[config.mk]
export PLATFORM = sky130hd
export DESIGN_NAME = register_writeback_queue
export DESIGN_NICKNAME = d
export VERILOG_FILES = /design/src/rtl/register_writeback_queue_pkg.sv /design/src/rtl/register_writeback_queue_wb_forward_select.sv /design/src/rtl/register_writeback_queue.sv
export SDC_FILE = /design/constraint.sdc
export NUM_CORES = 1
export LEC_CHECK = 0
export BUFFER_PORTS_ARGS = -buffer_cell sky130_fd_sc_hd__buf_2
export CAP_MARGIN = 10
export CORE_MARGIN = 8
export CORE_UTILIZATION = 45
export DETAILED_ROUTE_END_ITERATION = 12
export PLACE_DENSITY = 0.71
export RECOVER_POWER = 50
export SYNTH_ARGS = -nofsm -noshare
export SYNTH_HDL_FRONTEND = slang
export SYNTH_HIERARCHICAL = 1
export SYNTH_SLANG_ARGS = --single-unit
[constraint.sdc]
create_clock -name clock -period 5.5 [get_ports clock]
set_clock_uncertainty 0.1 [all_clocks]
set_input_delay 1.1 -clock clock [delete_from_list [all_inputs] [get_ports clock]]
set_output_delay 1.1 -clock clock [all_outputs]
set_load 0.005 [all_outputs]
[src/rtl/register_writeback_queue_pkg.sv]
// Shared register-file constants for the writeback queue and its forwarding select.
package register_writeback_queue_pkg;

    localparam int unsigned REG_ADDR_W     = 5;
    localparam int unsigned REG_COUNT      = 32;
    localparam int unsigned DATA_W_DEFAULT = 64;

    typedef logic [REG_ADDR_W-1:0] reg_addr_t;

    // Zero register: writes are dropped, reads are never forwarded.
    localparam reg_addr_t XZR_ADDR = reg_addr_t'(REG_COUNT - 1);

    function automatic logic is_xzr(input reg_addr_t addr);
        return addr == XZR_ADDR;
    endfunction

endpackage

[src/rtl/register_writeback_queue_wb_forward_select.sv]
// Per-read-port priority select: returns the youngest valid candidate whose
// address matches rd_addr, else the raw register-file data.
module wb_forward_select
    import register_writeback_queue_pkg::*;
#(
    parameter int unsigned N = 5,
    parameter int unsigned W = DATA_W_DEFAULT
) (
    input  logic [REG_ADDR_W-1:0]   rd_addr,
    input  logic [W-1:0]            raw_data,
    input  logic [N-1:0]            cand_valid,
    input  logic [N*REG_ADDR_W-1:0] cand_addr,
    input  logic [N*W-1:0]          cand_data,
    output logic [W-1:0]            fwd_data
);

    // Candidates are ordered oldest (index 0) to youngest, so later hits win.
    always_comb begin
        fwd_data = raw_data;
        if (!is_xzr(rd_addr)) begin
            for (int unsigned i = 0; i < N; i++) begin
                if (cand_valid[i] && (cand_addr[i*REG_ADDR_W +: REG_ADDR_W] == rd_addr)) begin
                    fwd_data = cand_data[i*W +: W];
                end
            end
        end
    end

endmodule

[src/rtl/register_writeback_queue.sv]
// Writeback queue in front of the register file: FIFO of pending writes drained
// one per cycle, with optional read forwarding enabled by macro WB_FORWARD_EN.
module register_writeback_queue
    import register_writeback_queue_pkg::*;
#(
    parameter int unsigned DEPTH = 4,
    parameter int unsigned n     = DATA_W_DEFAULT
) (
    input  logic                  clock,
    input  logic                  reset,
    input  logic                  in_valid,
    output logic                  in_ready,
    input  logic [REG_ADDR_W-1:0] in_da,
    input  logic [n-1:0]          in_d,
    output logic [REG_ADDR_W-1:0] DA,
    output logic [n-1:0]          D,
    output logic                  w,
    input  logic [REG_ADDR_W-1:0] AA,
    input  logic [REG_ADDR_W-1:0] AB,
    input  logic [n-1:0]          A_in,
    input  logic [n-1:0]          B_in,
    output logic [n-1:0]          A_fwd,
    output logic [n-1:0]          B_fwd,
    output logic                  pending
);

    localparam int unsigned PTR_W = $clog2(DEPTH);
    localparam int unsigned CNT_W = $clog2(DEPTH + 1);
    localparam logic [CNT_W-1:0] DEPTH_CNT = CNT_W'(DEPTH);

    logic [REG_ADDR_W-1:0] mem_da_q [DEPTH];
    logic [REG_ADDR_W-1:0] mem_da_d [DEPTH];
    logic [n-1:0]          mem_d_q  [DEPTH];
    logic [n-1:0]          mem_d_d  [DEPTH];

    logic [PTR_W-1:0]      wr_ptr_q, wr_ptr_d;
    logic [PTR_W-1:0]      rd_ptr_q, rd_ptr_d;
    logic [CNT_W-1:0]      count_q, count_d;
    logic [REG_ADDR_W-1:0] da_q, da_d;
    logic [n-1:0]          d_q, d_d;
    logic                  w_q, w_d;

    logic push;
    logic pop;

    assign in_ready = (count_q < DEPTH_CNT);
    assign pop      = (count_q != '0);
    assign push     = in_valid && in_ready && !is_xzr(in_da);

    always_comb begin
        mem_da_d = mem_da_q;
        mem_d_d  = mem_d_q;
        wr_ptr_d = wr_ptr_q;
        rd_ptr_d = rd_ptr_q;
        count_d  = count_q;
        da_d     = da_q;
        d_d      = d_q;
        w_d      = 1'b0;

        if (push) begin
            mem_da_d[wr_ptr_q] = in_da;
            mem_d_d[wr_ptr_q]  = in_d;
            wr_ptr_d           = wr_ptr_q + 1'b1;
        end

        // Pop reads the pre-edge head, so a push into an empty queue waits a cycle.
        if (pop) begin
            da_d     = mem_da_q[rd_ptr_q];
            d_d      = mem_d_q[rd_ptr_q];
            w_d      = 1'b1;
            rd_ptr_d = rd_ptr_q + 1'b1;
        end

        case ({push, pop})
            2'b10:   count_d = count_q + 1'b1;
            2'b01:   count_d = count_q - 1'b1;
            default: count_d = count_q;
        endcase
    end

    always_ff @(posedge clock or negedge reset) begin
        if (!reset) begin
            mem_da_q <= '{default: '0};
            mem_d_q  <= '{default: '0};
            wr_ptr_q <= '0;
            rd_ptr_q <= '0;
            count_q  <= '0;
            da_q     <= '0;
            d_q      <= '0;
            w_q      <= 1'b0;
        end else begin
            mem_da_q <= mem_da_d;
            mem_d_q  <= mem_d_d;
            wr_ptr_q <= wr_ptr_d;
            rd_ptr_q <= rd_ptr_d;
            count_q  <= count_d;
            da_q     <= da_d;
            d_q      <= d_d;
            w_q      <= w_d;
        end
    end

    assign DA      = da_q;
    assign D       = d_q;
    assign w       = w_q;
    assign pending = (count_q != '0) || w_q;

`ifdef WB_FORWARD_EN
    localparam int unsigned NCAND = DEPTH + 1;

    logic [NCAND-1:0]            cand_valid;
    logic [NCAND*REG_ADDR_W-1:0] cand_addr;
    logic [NCAND*n-1:0]          cand_data;
    logic [PTR_W-1:0]            slot;

    // Slot 0 is the write being presented now; queue entries follow head to tail.
    always_comb begin
        cand_valid = '0;
        cand_addr  = '0;
        cand_data  = '0;
        slot       = '0;
        cand_valid[0]               = w_q;
        cand_addr[REG_ADDR_W-1:0]   = da_q;
        cand_data[n-1:0]            = d_q;
        for (int unsigned i = 0; i < DEPTH; i++) begin
            slot = rd_ptr_q + PTR_W'(i);
            cand_valid[i+1]                             = (CNT_W'(i) < count_q);
            cand_addr[(i+1)*REG_ADDR_W +: REG_ADDR_W]   = mem_da_q[slot];
            cand_data[(i+1)*n +: n]                     = mem_d_q[slot];
        end
    end

    wb_forward_select #(.N(NCAND), .W(n)) u_fwd_a (
        .rd_addr    (AA),
        .raw_data   (A_in),
        .cand_valid (cand_valid),
        .cand_addr  (cand_addr),
        .cand_data  (cand_data),
        .fwd_data   (A_fwd)
    );

    wb_forward_select #(.N(NCAND), .W(n)) u_fwd_b (
        .rd_addr    (AB),
        .raw_data   (B_in),
        .cand_valid (cand_valid),
        .cand_addr  (cand_addr),
        .cand_data  (cand_data),
        .fwd_data   (B_fwd)
    );
`else
    logic unused_fwd_addr;

    assign unused_fwd_addr = ^{AA, AB};
    assign A_fwd = A_in;
    assign B_fwd = B_in;
`endif

endmodule

==> out/results.txt <==
Detailed placement ended at an HPWL of 25.28 mm. The tools report the hold buffer count at CTS as 0. For this design the static power due to leakage is 7.653 nW. The worst reg2reg path startpoint was count_q[0]. Ratio of final minimum period to clock period: 57.66%. After global routing the overflow that remains totals 0.

The run gives 16050 µm² as the cell area after placement. Timing startpoint of the critical path: count_q[0]. The layout filler cell count is 2985, and the number of max-capacitance violations reported is 0. Cell type with the largest total area after synthesis: dfrtp_1. The mapped netlist covers 15870 µm². The run gives 0 as the final count of pins violating max slew. The initial utilization of the core area, before any placement, comes to 45.83%. The signal on the critical path passes through nor3_1 -> buf_4 -> inv_1 -> ha_1 -> inv_1 -> fa_1 -> xor2_1 -> nor2_1 -> xnor2_1. The number of buffers inserted by port buffering came out at 143. Routability-driven placement finished with a final weighted congestion of 0.7405. In this run the tightest slew margin relative to its limit is 8.658%. The tools report the number of nets with antenna violations after routing as 0. The sum of routed wire length over all layers was 38.21 mm; the wire length per cell after detailed routing was 23.46 µm.

Setup repair after global routing left no endpoint under its margin. Cells with a size suffix above 1 make up 41.15% of the layout. The tools report the kind of end point of the critical path as a flip-flop. The synthesized area per cell is 14.03 µm², and the synthesis-to-finish area growth is 8.553%. The worst register-to-register path has a setup slack of 2330 ps. The worst register-to-register path ends at count_q[2]. The number of synthesized register bits works out to 353. In the final layout, the multi-input gates occupy 5714 µm². Counting flops with a built-in enable in the synthesized netlist gives 0. The run gives 361 as the initial DRC count. On the critical path, the stage with the largest delay is an instance of inv_1. The number of global-route vias before repair is 9551, and the final count of hold timing violations is 0. TritonCTS built the clock tree. The pre-antenna-repair detailed-routing pass consisted of 4 iterations. IR analysis of the VDD net gives a maximum drop of 0.0002971 V.

For this design the top-level I/O count stands at 410. Power spread over the standard cell area amounts to 632.3 nW/µm². The core region is 34630 µm².

The tools report the count of warnings emitted by yosys as 6. Endpoint of the worst setup timing path: count_q[2]. Setup violations remaining at the end of the flow were counted as 0.

The run finished with clean final reports. The largest driver fanout on the critical path is 33, and the clock latency on the worst-skew pair is 520 ps. The cell area after layout is 17230 µm², and the depth of the most critical reg-to-reg path is 9.

The total track usage was 18.36%; the pin count of the biggest net entering global routing was 143. The maximum cell stage delay along the critical path is 1040 ps, and the gate count of the mapped netlist is 1131. For this run, the register share of the synthesized area comes to 55.66%.

The tools report the clock tree buffer depth as 3. STA classifies the critical path startpoint as a flip-flop. Setup fix buffers added after clock tree synthesis: 0. For the finished layout, the period the worst path requires is 3171 ps. After floorplanning, the core was divided into 68 placement rows. The logs give 41530 µm² for the total die area and 8841 µm² for the area taken by flip-flops and latches. At the pin with the least slew margin, the transition time is 1369 ps. The die is 203.8 µm wide.

The count of cells in the finished layout, fillers not included, comes to 1629. The number of different library cells used by synthesis comes to 22. The tightest min-delay check is of the reg -> reg type. After synthesis, the most frequently instantiated cells are 353 x dfrtp_1, 237 x mux2_2, 208 x nand2_1, 132 x buf_4, 69 x mux4_2. For the final routed database, the setup TNS stands at 0 ps. The tools report the quantity of gates resized following cts as 0. In this run the clock root is driven by a clkbuf_16. The clock-pin slew of the registers on the worst-case setup and hold paths is 60 ps. The most frequent cell on the critical path was inv_1. For the number of H-tree branching levels, the log shows 2. The share of flip-flops with an asynchronous set or reset is 100.0%, and the number of clock buffers inserted by TritonCTS is 39. The arrival time reported for the critical path endpoint was 3520 ps. Clock tree synthesis found a total of 353 sinks. The die is 203.8 µm tall.

First-pass GRT wire length: 59.04 mm. The most instantiated library cell after synthesis was dfrtp_1. The number of placed instances with taps included is 1556, and the number of vias after detailed routing is 8674. The worst setup path is of the reg -> reg kind. The net count of the finished layout is 1358. By area the synthesized netlist is led by dfrtp_1 56%, mux2_2 17%, mux4_2 9.8%. The number of antenna violations at the first check in global routing is 9, and the ratio of routed vias to standard cells is 5.325. Data on the critical path is required at its endpoint by 5850 ps.

The final routed DRC violation total was 0. The fraction of synthesized cell area taken by the top area cell type was 55.66%; the maximum clock rate was 315.3 MHz. In the synthesized netlist the dominant register cell turns out to be dfrtp_1. Along the worst hold path, the cell count comes to 2.

Synthesis produced a netlist with a net count of 1347.
-- power breakdown --
group	switching [mW]	total, mW	leakage (nW)	internal [mW]
sequential	0.789	4.73	4.26	3.94
combinational	1.52	3.67	2.79	2.16
clock	1.01	2.49	0.609	1.48
-- layout make-up --
| class | count | area share (%) |
|---|---|---|
| Sequential cell | 353 | 51.31 |
| Multi-Input combinational cell | 577 | 33.17 |
| Clock buffer | 59 | 6.870 |
| Timing Repair Buffer | 159 | 4.699 |
| Tap cell | 455 | 3.304 |
| Clock inverter | 9 | 0.3123 |
| Inverter | 12 | 0.2614 |
| Antenna cell | 5 | 0.07262 |
-- metal layers --
| metal | global-route usage [%] | share of wire (%) |
|---|---|---|
| met2 | 30.52 | 51 |
| met3 | 5.586 | 7.3 |
| met1 | 21.16 | 37 |
| met4 | 9.583 | 4.8 |
| met5 | 0.7134 | 0.19 |
-- logic make-up (layout without fill, tap and decap cells) --
logic type               count (synthesis)  in the layout  share of synthesized area [%]
flip-flops                             353            353                          55.66
multiplexers                           347            347                          29.51
adder cells (fa/ha/maj)                  6              6                         0.5203
buffers and inverters                  201            239                          8.340
AND/OR/NAND/NOR                        213            213                          5.108
XOR/XNOR                                 6              6                         0.3311
other                                    0              5                              0
AO/OA/AOI/OAI                            5              5                         0.5361
-- critical path, delay by kind of cell, from the launching register on --
family        cells  cell delay (ps)
flops             1              390
xor+xnor          2              270
fa+ha+maj         2              730
buf+inv           3             1360
simple gates      2              200
-- through the flow --
step                      hold WS [ps]  util (%)  power [mW]  setup WS, ps
after floorplan                  352.4         -       7.502          2756
after detailed placement         351.0     46.34       8.580          2243
after CTS                        364.1     49.91       11.11          2479
final                            360.8     49.75       10.89          2329
after global placement           345.6     46.34       8.409          2293
after global routing             390.2     49.75       11.65          2158
-- flip-flops by register name (all words and copies together) (netlist names) --
signal / cells
wr_ptr_q: 2
D: 64
count_q: 3
DA: 5
w: 1
mem_da_q: 20
mem_d_q: 256
rd_ptr_q: 2
-- how the worst min path moves through the flow --
| stage | start | end | slack (ps) |
|---|---|---|---|
| final | D[30] | D[30] | 360 |
| after global routing | D[16] | D[16] | 390 |
| after CTS | D[28] | D[28] | 360 |
| after detailed placement | D[28] | D[28] | 350 |
| after global placement | D[26] | D[26] | 350 |
| after floorplan | mem_d_q[117] | mem_d_q[117] | 350 |
-- cells in the final DEF, fill, tap and decap left out, types with 4 or more instances in the layout --
cell	netlist	layout
a211oi_4	4	4
buf_2	29	93
buf_4	132	14
clkbuf_1	23	57
clkbuf_16	0	41
clkbuf_8	0	9
clkinv_2	0	6
dfrtp_1	353	351
diode_2	0	5
ha_1	5	5
inv_1	11	12
mux2_1	40	40
mux2_2	237	237
mux4_2	69	69
nand2_1	208	208
xnor2_1	5	5
Note: power is estimated with default switching activity, not from simulation.
